==> src/rtl/lcplc_pkg.sv <==
// Shared sizing helpers and FSM encoding for the LCPLC xhat select/mean stage.
// Build macro XHAT_SEL_ROUND_EN widens the accumulator by one bit for the rounding offset.
package lcplc_pkg;

    typedef enum logic {
        WAIT_FLAG = 1'b0,
        STREAM    = 1'b1
    } sel_state_t;

    function automatic int beats_per_slice(input int block_size_log, input int lanes);
        return (1 << block_size_log) / lanes;
    endfunction

    function automatic int beat_cnt_width(input int block_size_log, input int lanes);
        int w;
        w = block_size_log - $clog2(lanes);
        return (w < 1) ? 1 : w;
    endfunction

    function automatic int lane_sum_width(input int data_width, input int lanes);
        return data_width + $clog2(lanes);
    endfunction

    // Sized so a full slice of maximum-valued samples cannot overflow.
    function automatic int acc_width(input int data_width, input int block_size_log);
`ifdef XHAT_SEL_ROUND_EN
        return data_width + block_size_log + 1;
`else
        return data_width + block_size_log;
`endif
    endfunction

endpackage

==> src/rtl/lane_adder_tree.sv <==
// Combinational unsigned sum of LANES packed samples, built as a balanced binary tree.
module lane_adder_tree #(
    parameter int DATA_WIDTH = 16,
    parameter int LANES      = 1,
    parameter int SUM_WIDTH  = DATA_WIDTH + $clog2(LANES)
) (
    input  logic [LANES*DATA_WIDTH-1:0] lanes_in,
    output logic [SUM_WIDTH-1:0]        sum_out
);

    // Heap layout: node 0 is the root, leaves occupy LANES-1 .. 2*LANES-2.
    logic [SUM_WIDTH-1:0] node [0:2*LANES-2];

    always_comb begin
        node = '{default: '0};
        for (int i = 0; i < LANES; i++) begin
            node[LANES-1+i] = SUM_WIDTH'(lanes_in[i*DATA_WIDTH +: DATA_WIDTH]);
        end
        for (int i = LANES - 2; i >= 0; i--) begin
            node[i] = node[2*i+1] + node[2*i+2];
        end
        sum_out = node[0];
    end

endmodule

==> src/rtl/xhat_select_mean.sv <==
// Per-slice xhat/xtilde selector: forwards LANES samples per beat and emits the slice mean.
// Build macro XHAT_SEL_ROUND_EN switches the mean from floor to round-half-up.
//
// state     | meaning
// WAIT_FLAG | waiting for the per-slice d_flag; accumulator and beat counter cleared on accept
// STREAM    | consuming xhat/xtilde beats in lockstep until the counter hits the last beat
module xhat_select_mean
    import lcplc_pkg::*;
#(
    parameter int DATA_WIDTH     = 16,
    parameter int BLOCK_SIZE_LOG = 8,
    parameter int LANES          = 1
) (
    input  logic                        clk,
    input  logic                        rst,
    input  logic [LANES*DATA_WIDTH-1:0] xhat_data,
    input  logic                        xhat_valid,
    output logic                        xhat_ready,
    input  logic                        xhat_last_s,
    input  logic                        xhat_last_b,
    input  logic [LANES*DATA_WIDTH-1:0] xtilde_data,
    input  logic                        xtilde_valid,
    output logic                        xtilde_ready,
    input  logic                        xtilde_last_s,
    input  logic                        d_flag_data,
    input  logic                        d_flag_valid,
    output logic                        d_flag_ready,
    output logic [LANES*DATA_WIDTH-1:0] xhatout_data,
    output logic                        xhatout_valid,
    input  logic                        xhatout_ready,
    output logic                        xhatout_last_s,
    output logic                        xhatout_last_b,
    output logic [DATA_WIDTH-1:0]       xhatoutmean_data,
    output logic                        xhatoutmean_valid,
    input  logic                        xhatoutmean_ready,
    output logic                        error
);

    localparam int BEATS  = beats_per_slice(BLOCK_SIZE_LOG, LANES);
    localparam int CNT_W  = beat_cnt_width(BLOCK_SIZE_LOG, LANES);
    localparam int ACC_W  = acc_width(DATA_WIDTH, BLOCK_SIZE_LOG);
    localparam int SUM_W  = lane_sum_width(DATA_WIDTH, LANES);
    localparam int BEAT_W = LANES * DATA_WIDTH;
    localparam logic [CNT_W-1:0] LAST_CNT = CNT_W'(BEATS - 1);

    sel_state_t         state_q, state_d;
    logic               flag_q, flag_d;
    logic               flag_rdy_q, flag_rdy_d;
    logic [ACC_W-1:0]   acc_q, acc_d;
    logic [CNT_W-1:0]   cnt_q, cnt_d;
    logic [BEAT_W-1:0]  out_data_q, out_data_d;
    logic               out_valid_q, out_valid_d;
    logic               out_last_s_q, out_last_s_d;
    logic               out_last_b_q, out_last_b_d;
    logic [DATA_WIDTH-1:0] mean_q, mean_d;
    logic               mean_valid_q, mean_valid_d;
    logic               error_q, error_d;

    logic [BEAT_W-1:0]  sel_data;
    logic [SUM_W-1:0]   beat_sum;
    logic [ACC_W-1:0]   acc_total;
    logic [ACC_W-1:0]   mean_sum;
    logic [DATA_WIDTH-1:0] mean_calc;
    logic               is_last;
    logic               out_free;
    logic               mean_free;
    logic               in_ready;
    logic               beat_accept;
    logic               flag_hs;
    logic               framing_bad;

    assign sel_data = flag_q ? xhat_data : xtilde_data;

    lane_adder_tree #(
        .DATA_WIDTH (DATA_WIDTH),
        .LANES      (LANES),
        .SUM_WIDTH  (SUM_W)
    ) u_lane_sum (
        .lanes_in (sel_data),
        .sum_out  (beat_sum)
    );

    assign acc_total = acc_q + ACC_W'(beat_sum);

`ifdef XHAT_SEL_ROUND_EN
    assign mean_sum = acc_total + (ACC_W'(1) << (BLOCK_SIZE_LOG - 1));
`else
    assign mean_sum = acc_total;
`endif
    assign mean_calc = DATA_WIDTH'(mean_sum >> BLOCK_SIZE_LOG);

    assign is_last   = (cnt_q == LAST_CNT);
    assign out_free  = !out_valid_q || xhatout_ready;
    assign mean_free = !mean_valid_q || xhatoutmean_ready;
    // The closing beat also needs room for its mean, so it stalls behind an undrained mean.
    assign in_ready    = (state_q == STREAM) && out_free && (!is_last || mean_free);
    assign beat_accept = in_ready && xhat_valid && xtilde_valid;
    assign flag_hs     = d_flag_valid && flag_rdy_q;
    assign framing_bad = (xhat_last_s != is_last) || (xtilde_last_s != is_last)
                       || (xhat_last_b && !is_last);

    always_comb begin
        state_d      = state_q;
        flag_d       = flag_q;
        acc_d        = acc_q;
        cnt_d        = cnt_q;
        out_data_d   = out_data_q;
        out_valid_d  = out_valid_q;
        out_last_s_d = out_last_s_q;
        out_last_b_d = out_last_b_q;
        mean_d       = mean_q;
        mean_valid_d = mean_valid_q;
        error_d      = error_q;

        case (state_q)
            WAIT_FLAG: begin
                if (flag_hs) begin
                    flag_d  = d_flag_data;
                    acc_d   = '0;
                    cnt_d   = '0;
                    state_d = STREAM;
                end
            end
            STREAM: begin
                if (beat_accept) begin
                    acc_d = acc_total;
                    cnt_d = cnt_q + CNT_W'(1);
                    if (is_last) begin
                        state_d = WAIT_FLAG;
                    end
                end
            end
            default: state_d = WAIT_FLAG;
        endcase

        if (beat_accept) begin
            out_data_d   = sel_data;
            out_valid_d  = 1'b1;
            out_last_s_d = xhat_last_s;
            out_last_b_d = xhat_last_b;
        end else if (xhatout_ready) begin
            out_valid_d = 1'b0;
        end

        if (beat_accept && is_last) begin
            mean_d       = mean_calc;
            mean_valid_d = 1'b1;
        end else if (xhatoutmean_ready) begin
            mean_valid_d = 1'b0;
        end

        // The counter stays authoritative; a bad flag only raises the sticky error.
        if (beat_accept && framing_bad) begin
            error_d = 1'b1;
        end

        flag_rdy_d = (state_d == WAIT_FLAG);
    end

    always_ff @(posedge clk or negedge rst) begin
        if (!rst) begin
            state_q      <= WAIT_FLAG;
            flag_q       <= 1'b0;
            flag_rdy_q   <= 1'b0;
            acc_q        <= '0;
            cnt_q        <= '0;
            out_data_q   <= '0;
            out_valid_q  <= 1'b0;
            out_last_s_q <= 1'b0;
            out_last_b_q <= 1'b0;
            mean_q       <= '0;
            mean_valid_q <= 1'b0;
            error_q      <= 1'b0;
        end else begin
            state_q      <= state_d;
            flag_q       <= flag_d;
            flag_rdy_q   <= flag_rdy_d;
            acc_q        <= acc_d;
            cnt_q        <= cnt_d;
            out_data_q   <= out_data_d;
            out_valid_q  <= out_valid_d;
            out_last_s_q <= out_last_s_d;
            out_last_b_q <= out_last_b_d;
            mean_q       <= mean_d;
            mean_valid_q <= mean_valid_d;
            error_q      <= error_d;
        end
    end

    assign xhat_ready        = in_ready;
    assign xtilde_ready      = in_ready;
    assign d_flag_ready      = flag_rdy_q;
    assign xhatout_data      = out_data_q;
    assign xhatout_valid     = out_valid_q;
    assign xhatout_last_s    = out_last_s_q;
    assign xhatout_last_b    = out_last_b_q;
    assign xhatoutmean_data  = mean_q;
    assign xhatoutmean_valid = mean_valid_q;
    assign error             = error_q;

endmodule

==> config.mk <==
export PLATFORM = sky130hd
export DESIGN_NAME = xhat_select_mean
export DESIGN_NICKNAME = d
export VERILOG_FILES = /design/src/rtl/lcplc_pkg.sv /design/src/rtl/lane_adder_tree.sv /design/src/rtl/xhat_select_mean.sv
export SDC_FILE = /design/constraint.sdc
export NUM_CORES = 1
export LEC_CHECK = 0
export CORE_UTILIZATION = 40
export DETAILED_ROUTE_END_ITERATION = 8
export PLACE_DENSITY = 0.64
export SYNTH_ARGS = -nofsm -noshare
export SYNTH_HDL_FRONTEND = slang
export SYNTH_SLANG_ARGS = --single-unit
==> constraint.sdc <==
create_clock -name clk -period 3.2 [get_ports clk]
set_clock_uncertainty 0.2 [all_clocks]
set_input_delay 0.48 -clock clk [delete_from_list [all_inputs] [get_ports clk]]
set_output_delay 0.48 -clock clk [all_outputs]
set_load 0.01 [all_outputs]
==> impl_metrics.toml, run 1 <==
[run_status]
status = "completed"

[cells_and_area]
fillCellCount = 897
seqCellArea_sq_um = 1800
design_area_sq_um = 5670
final_cell_mix = "clkdlybuf4s50_1 (81), dfrtp_1 (71), nand2_1 (53)"
layout_commonest_cell = "clkdlybuf4s50_1"
drive_above_1_share_pct = 20.3
areaGrowthSynthToFinish_pct = 36.1
multiInputGateArea_sq_um = 2330
n_antenna_cell = 0
postLayoutCoreUtil_pct = 57.0
nets = 619

[grt]
grt_overflow = 0
first_global_vias = 3624
grt_pass1_wl_mm = 17.2
antenna_found_initial = 0
grt_max_degree = 73
grtUsageTotal_pct = 19.8

[logic_synthesis]
synthFlopType = "dfrtp_1"
synth.area.top_cells = "dfrtp_1 (43%), mux2_2 (8.4%), o21ai_0 (5.3%)"
synth_warnings = 0
synth_top_cell_area_share_pct = 43.2
synth_edf_count = 0
synth.cell_area_sq_um = 4170
syn-num-nets = 505
synth.distinct_cells = 52
syn_area_per_cell_sq_um = 9.38
yosysSeqAreaShare_pct = 43.2
synth_cells = 444
async_flop_share_pct = 100
synth-seq-cells = 72
yosys.area.top_type = "dfrtp_1"

[floorplanning]
die_h_microns = 104
rows = 36
die_area_sq_um = 10800
core_area_sq_um = 9950
io-pin-count = 83
die_x_microns = 104
start_util_pct = 41.9

[power]
power.density_nw_per_um2 = 780
p_leak_uw = 0.00248
ir_worst_vdd_v = 0.000394

[detailed_routing]
vias_per_cell = 5.29
dr.first_iter.drc_count = 150
routed_wl_mm = 10.3
dr.pass1.iters = 4
wire_per_inst_microns = 14.9
drc_errors = 0
ant_nets = 0
top_layer = "met4"
met2_length_mm = 5.02
route.met3.wl_microns = 343
vias = 3670
met1_length_mm = 4.82

[placement]
numPortBuffers = 82
gp_congestion = 0.860
hpwlAfterDp_mm = 7.55
pre_cts_ws_ns = -0.278
placed_area_sq_um = 5370

[sta]
finalHoldViolCount = 0
relSlewSlack_pct = 39.9
finalSetupTns_ns = 0
holdWs_ns = 0.0558
max_slew.worst_pin.slew_ns = 0.902
fin_ws_ns = 0.0863
fin_crit_sh_pct = 97.3
post-route-min-period_ns = 3.11
grt_setup_unrepaired = "yes"
setup-violations-final = 0
drv_slew = 0
fmax_mhz = 321

[critical_path]
worstSetupPathType = "reg -> reg"
crit_path_start_kind = "flip-flop"
rr_endpoint = "xhatoutmean_data[15]"
reg2reg_depth = 9
ff2ff_setup_slack_ns = 0.09
critical_path_required_ns = 3.23
end_kind = "flip-flop"
timing.rr.start = "flag_q"
cp.arrival_ns = 3.14
critPathMaxFanout = 5

[clock_tree]
cts_buffer_depth = 2
clkLatencyLatePin_ns = 0.35
clkSinkCount = 72
clk_pin_slew_ns = 0.07
cts_buffers = 9
cts_root_buffer = "clkbuf_8"
cts_tree = "done"
htreeDepth = 3

[worst_hold_path]
hp-class = "in -> async"

[run]
cap_violations = 0
-- stage by stage --
step                      total power (uW)  cells
after CTS                             4310    688
after detailed placement              3670    674
after global placement                3620    674
after floorplan                       2700    444
final                                 4430    694
after global routing                  4790    694
-- worst max-delay path by stage --
stage,endpoint,depth (start not counted),from,slack (ns)
floorplan,xhatoutmean_data[15],12,flag_q,0.03
global placement,acc_q[18],12,xtilde_data[0],-0.20
detailed placement,xhatoutmean_data[9],10,xhat_data[4],-0.28
CTS,xhatoutmean_data[15],9,flag_q,0.04
global route,acc_q[18],13,flag_q,-0.04
finish,xhatoutmean_data[15],9,flag_q,0.09
-- power by group --
group	total (uW)	switching, uW	internal, uW	leakage [uW]
clock	615	321	294	0.0000794
sequential	1360	202	1150	0.000923
combinational	2460	1180	1270	0.00148
total	4430	1710	2720	0.00248
-- cell usage after synthesis (3+ instances only) --
cell type / number
o31ai_1: 3
o21ai_1: 5
nor2_1: 16
nand4_1: 7
a31oi_1: 12
nand2_1: 53
buf_2: 3
nand2b_1: 5
xor2_1: 11
mux2_2: 31
ha_1: 17
and2_1: 5
a21oi_1: 24
dfrtp_1: 72
o21ai_0: 44
nand3_1: 30
nor4_1: 3
a21o_1: 11
o21a_1: 3
buf_1: 3
xnor2_1: 7
inv_1: 7
o211ai_1: 4
nor3_1: 7
a22o_1: 3
clkbuf_1: 20
and3_1: 5
-- worst max-delay path, cell delays in order (launching register included) --
cell and delay [ns]:
dfrtp_2 0.43, buf_4 0.17, mux2_2 0.36, ha_1 0.31, or3b_4 0.41, a311oi_4 0.34
nor3_2 0.09, o21a_1 0.22, o21a_1 0.19, o31a_1 0.27
-- final cells by class --
cell class,count,share of cell area (%)
repair buffers,130,21.0
clock buffers,13,2.63
well taps,133,2.93
inverters,7,0.463
flip-flops and latches,72,31.8
multi-input cells,338,41.1
clock inverters,1,0.0882
-- logic make-up (layout without fill, tap and decap cells) --
family / Yosys count / after routing / share of synthesized area, %
AO/OA/AOI/OAI: 128 / 128 / 19.1
adder cells (fa/ha/maj): 18 / 18 / 5.59
XOR/XNOR: 18 / 18 / 3.78
buffers and inverters: 34 / 151 / 3.24
flip-flops: 72 / 72 / 43.2
AND/OR/NAND/NOR: 142 / 142 / 16.4
multiplexers: 32 / 32 / 8.62
-- flip-flops by register name, summed over array words and instances, names as in the netlist, 8 cells and up --
register	cells
xhatout_data	16
xhatoutmean_data	16
cnt_q	8
acc_q	24
-- metal layers --
layer  track usage, %  vias up
met5                0        -
met4             7.24        0
met3             3.38       11
met2             33.2       79
met1             25.5     1742
li1                 -     1838
-- repair_timing --
action,4_1_cts,5_1_grt
buffers inserted,0,6
endpoints found under the setup margin,10,19
hold buffers,0,0
pin swaps,0,6
gates resized for setup,2,20
Power figures use the tool's default switching activity.
==> run 2: changes to the inputs <==
CORE_UTILIZATION = 49   (was 40)
CTS_BUF_LIST = sky130_fd_sc_hd__clkbuf_8   (was unset)
PLACE_DENSITY = 0.76   (was 0.64)
SKIP_CTS_REPAIR_TIMING = 1   (was unset)
==> run 2 against run 1 <==
  * Total power is 0.19% lower
  * Critical path depth increased by 4
  * First-iteration DRC count up 11%
  * Count of clock-buffer cells in the layout shrank 3
  * Non-clock buffer count decreased by 2
  * Hold slack better by 0.0066 ns
  * Via count rose by 2.4%
  * Global-route usage grew 5.4 points
  * Final area decreased by 1.5%
  * Utilization rose by 11 points
  * Cell count decreased by 4.0%
  * Fmax rose by 0.48%
  * Critical path type unchanged
==> impl_metrics.toml, run 2 (synthesis results as in run 1) <==
[run_status]
status = "completed"

[cells_and_area]
n_antenna_cell = 0
final_cells = 666
seqCellArea_sq_um = 1800
layout_commonest_cell = "clkdlybuf4s50_1"
design_area_sq_um = 5590
final_cell_mix = "clkdlybuf4s50_1 (81), dfrtp_1 (72), nand2_1 (53)"
regMostFlops = "acc_q"
largest_reg_flops = 24
fillCellCount = 661
multiInputGateArea_sq_um = 2290
postLayoutCoreUtil_pct = 68.0
areaGrowthSynthToFinish_pct = 34.1
drive_above_1_share_pct = 19.1
nets = 617

[critical_path]
path_cells = "buf_4, mux2_2, ha_1, inv_1, fa_1, nand2b_1, a21oi_2, o31a_1, o211ai_1, buf_4, a31oi_2, o21ai_0, a22o_1"
rr_endpoint = "acc_q[22]"
critical_path_required_ns = 3.24
max_stage_delay_ns = 0.41
reg2reg_depth = 13
crit_buf_inv = 3
worstSetupPathType = "reg -> reg"
ff2ff_setup_slack_ns = 0.10
end_kind = "flip-flop"
critical-path-top-delay-family = "compound AO/OA/AOI/OAI gates"
cpMostUsedCell = "buf_4"
timing.rr.start = "flag_q"
cpMaxStageDelayCell = "dfrtp_1"
critPathMaxFanout = 6
cp.arrival_ns = 3.14
crit_path_start_kind = "flip-flop"

[floorplanning]
io-pin-count = 83
die_x_microns = 94.2
core_area_sq_um = 8220
rows = 33
die_area_sq_um = 8880
start_util_pct = 50.7
die_h_microns = 94.2

[sta]
finalHoldViolCount = 0
setup-violations-final = 0
holdWs_ns = 0.0623
max_slew.worst_pin.slew_ns = 0.915
grt_setup_unrepaired = "yes"
post-route-min-period_ns = 3.10
fmax_mhz = 323
relSlewSlack_pct = 39.0
drv_slew = 0
fin_crit_sh_pct = 96.8

[clock_tree]
clkSinkCount = 72
cts_root_buffer = "clkbuf_8"
cts_buffer_depth = 2
clkLatencyLatePin_ns = 0.35
cts_tree = "done"
htreeDepth = 3
cts_buffers = 9
clk_pin_slew_ns = 0.08

[detailed_routing]
routed_wl_mm = 10.3
wire_per_inst_microns = 15.5
dr.first_iter.drc_count = 166
vias = 3759
drc_errors = 0
dr.pass1.iters = 4
vias_per_cell = 5.64
ant_nets = 0

[grt]
grtUsageTotal_pct = 25.2
grt_pass1_wl_mm = 17.4
first_global_vias = 3693
grt_overflow = 0
grt_max_degree = 73
antenna_found_initial = 0

[power]
power.density_nw_per_um2 = 791
ir_worst_vdd_v = 0.000449
seqPwrFrac_pct = 30.5
power_uw = 4420
p_leak_uw = 0.00247
combPwrFrac_pct = 54.9
internal_power_uw = 2670
sw_frac_of_total_pct = 39.5
switchingPower_uw = 1740
p_clk_share_pct = 14.6

[placement]
gp_congestion = 0.867
dp_cells = 649
placed_area_sq_um = 5350
numPortBuffers = 82
hpwlAfterDp_mm = 7.58

[run]
cap_violations = 0

[worst_hold_path]
hp-class = "in -> async"
[run 2: cell count changes in the layout (fill, tap and decap cells not counted), moves of 2 or more]
| cell | before | now |
|---|---|---|
| ha_1 | 14 | 17 |
| clkbuf_1 | 3 | 0 |
| nor2_2 | 2 | 0 |
| ha_4 | 2 | 0 |
| clkinvlp_4 | 0 | 3 |
| nor2_1 | 14 | 16 |
[run 2: stage by stage]
stage / setup WS [ns] / setup TNS (ns)
after floorplan: 0.0250 / 0
after global placement: -0.193 / -1.78
after detailed placement: -0.294 / -3.30
after CTS: -0.0135 / -0.0182
after global routing: -0.0406 / -0.0874
final: 0.101 / 0
[run 2: how the worst max path moves through the flow]
stage	start	end	slack, ns	depth (start not counted)
global route	flag_q	acc_q[22]	-0.04	13
floorplan	flag_q	xhatoutmean_data[15]	0.03	12
global placement	xhat_data[4]	xhatoutmean_data[9]	-0.19	11
finish	flag_q	acc_q[22]	0.10	13
detailed placement	xhat_data[0]	acc_q[18]	-0.29	12
CTS	flag_q	acc_q[18]	-0.01	12
[run 2: power by group through the flow]
| stage | Clock [uW] | Sequential, uW | Combinational, uW |
|---|---|---|---|
| after floorplan | 0 | 1350 | 1350 |
| after global placement | 0 | 1340 | 2280 |
| after detailed placement | 0 | 1360 | 2350 |
| after CTS | 651 | 1340 | 2380 |
| after global routing | 695 | 1380 | 2690 |
| final | 644 | 1350 | 2430 |
[run 2: cell type report]
| cell class | instances | area share [%] |
|---|---|---|
| clock inverters | 6 | 0.650 |
| repair buffers | 128 | 20.8 |
| multi-input cells | 338 | 41.0 |
| clock buffers | 10 | 2.46 |
| well taps | 105 | 2.35 |
| flip-flops and latches | 72 | 32.3 |
| inverters | 7 | 0.470 |
[run 2: metal layers]
| layer | global-route usage, % | wire (microns) | vias to the layer above |
|---|---|---|---|
| met5 | 0 | 0 | - |
| met4 | 7.56 | 102 | 0 |
| met3 | 5.10 | 515 | 9 |
| met2 | 41.8 | 5220 | 90 |
| met1 | 32.8 | 4500 | 1817 |
| li1 | - | - | 1843 |
==> RTL change, RTL diff (settings of run 2) <==
Build with the macro `XHAT_SEL_ROUND_EN` defined.
--- a/src/rtl/lcplc_pkg.sv
+++ b/src/rtl/lcplc_pkg.sv
@@ -2,2 +2,4 @@
 // Build macro XHAT_SEL_ROUND_EN widens the accumulator by one bit for the rounding offset.
+`define XHAT_SEL_ROUND_EN
+
 package lcplc_pkg;
Formal check against the unedited RTL: same outputs for any inputs over 10 cycles, from zero or initial values and one cycle with rst low; that may be too few to reach the edited logic, so the function may still have changed.
==> RTL change against run 2 <==
- the flow now finishes with violations (DRC, hold timing, setup timing)
- first-iteration DRC count up 6.6%
- non-clock buffer count up 42
- count of clock-buffer cells in the layout up 1
- die area up 8.8%
- synthesized cell count up 12%
- worst setup slack worse by 740 ps
- wire length up 20%
- power up 44%
- sequential cell count unchanged
- cell area up 21%
- area after synthesis up 9.0%
- largest power group unchanged
- highest routed layer unchanged
==> RTL change: results (changes against run 2) <==
Final WS setup: -640 ps (was 101 ps)
final-report setup violation count: 13 (was 0)
DR pass1 iterations: 8 (was 4)
top cells by count, synth: 75 x nand2_1, 72 x dfrtp_1, 47 x o21ai_0, 34 x nand3_1, 31 x mux2_2 (was 72 x dfrtp_1, 53 x nand2_1, 44 x o21ai_0, 31 x mux2_2, 30 x nand3_1)
synth top area cells: dfrtp_1 40%, mux2_2 7.7%, nand2_1 6.2% (was dfrtp_1 43%, mux2_2 8.4%, o21ai_0 5.3%)
dpl hpwl: 9.30 mm (was 7.58 mm)
post-synthesis sequential area ratio: 39.7% (was 43.2%)
wire length per cell after detailed routing: 16.3 um (was 15.5 um)
vias in the first global route: 4,393 (was 3,693)
Final Hold Viols: 5 (was 0)
# DRC: 5 (was 0)
Routed WL: 12.4 mm (was 10.3 mm)
layout cells sized above 1: 30.8% (was 19.1%)
Worst Reg-to-Reg Cells: 11 (was 13)
Total GRT Usage: 26.5% (was 25.2%)
Mapped Nets: 558 (was 505)
Layout Nets: 712 (was 617)
cells after synthesis: 496 (was 444)
status: finished, violations left (was finished, final reports clean)
DR iter-0 viols: 177 (was 166)
Critical Path Sink: xhatoutmean_data[13] (was acc_q[22])
largest net degree at the start of global routing: 41 (was 73)
Sw Share: 40.0% (was 39.5%)
WHS: -10.5 ps (was 62.3 ps)
CP max FO: 13 (was 6)
FILL cells: 609 (was 661)
VDD IR-drop max: 0.602 mV (was 0.449 mV)
global-route wire length before repair: 20.4 mm (was 17.4 mm)
violated checks: DRC, hold timing, setup timing
RTL change: cell count changes after synthesis, sizes merged, moves of 4 or more:
| cell | before | now |
|---|---|---|
| nand2 | 53 | 75 |
| and3 | 5 | 12 |
| nand3 | 30 | 36 |
| a21o | 11 | 6 |
| a21oi | 24 | 19 |
| a31oi | 12 | 7 |
| nor2 | 16 | 21 |
| xnor2 | 7 | 12 |
| xor2 | 11 | 15 |
RTL change: per-stage QoR:
| step | total power [W] | utilization, % | instance area (sq um) |
|---|---|---|---|
| after floorplan | 0.00350 | - | 4770 |
| after global placement | 0.00485 | 70.3 | 6220 |
| after detailed placement | 0.00499 | 70.3 | 6220 |
| after CTS | 0.00594 | 73.2 | 6470 |
| after global routing | 0.00674 | 76.6 | 6780 |
| final | 0.00635 | 76.6 | 6780 |
RTL change: area by class of cell:
type                       count  share of cell area, %
clock buffer                  11                   2.23
clock inverter                 5                   1.51
inverter                       8                  0.443
multi-input combinational    389                   44.6
sequential                    72                   26.6
tap                          108                   1.99
timing repair buffer         170                   22.6
RTL change: layer usage:
layer  up-vias  share of wire, %  wire (um)  global-route usage (%)
met3        22               5.2        653                    5.37
met2       136                49       6140                    44.6
met1      2108                43       5410                    34.1
met4         0               1.9        238                    9.18
met5         -                 0          0                       0
li1       2089                 -          -                       -
RTL change: critical path, stage by stage (launching register included):
cell and delay [ps]:
dfrtp_2 410, buf_12 160, mux2_2 360, ha_1 400, nand2_1 120, o31ai_2 370
a41o_1 340, a32o_1 240, nand3_1 90, or4_4 540, or2_0 220, a221o_1 280
RTL change: power by group through the flow:
| stage | sequential [W] | clock, W | combinational, W |
|---|---|---|---|
| floorplan | 0.00135 | 0 | 0.00215 |
| global placement | 0.00132 | 0 | 0.00354 |
| detailed placement | 0.00133 | 0 | 0.00366 |
| CTS | 0.00132 | 0.000920 | 0.00370 |
| global route | 0.00136 | 0.000966 | 0.00442 |
| finish | 0.00132 | 0.000909 | 0.00412 |
RTL change: worst min-delay path by stage:
stage                      from              endpoint  slack (ps)
final                       rst  xhatoutmean_data[14]         -10
after global routing        rst  xhatoutmean_data[14]          30
after CTS                   rst  xhatoutmean_data[14]           5
after detailed placement  error                 error         260
after global placement    error                 error         250
after floorplan             rst              acc_q[0]         -20
RTL change: logic make-up after synthesis:
group                    share of synthesized area [%]
XOR/XNOR                                          5.21
flip-flops                                        39.7
multiplexers                                      7.91
AO/OA/AOI/OAI                                     16.9
buffers and inverters                             3.17
adder cells (fa/ha/maj)                           5.40
AND/OR/NAND/NOR                                   21.7
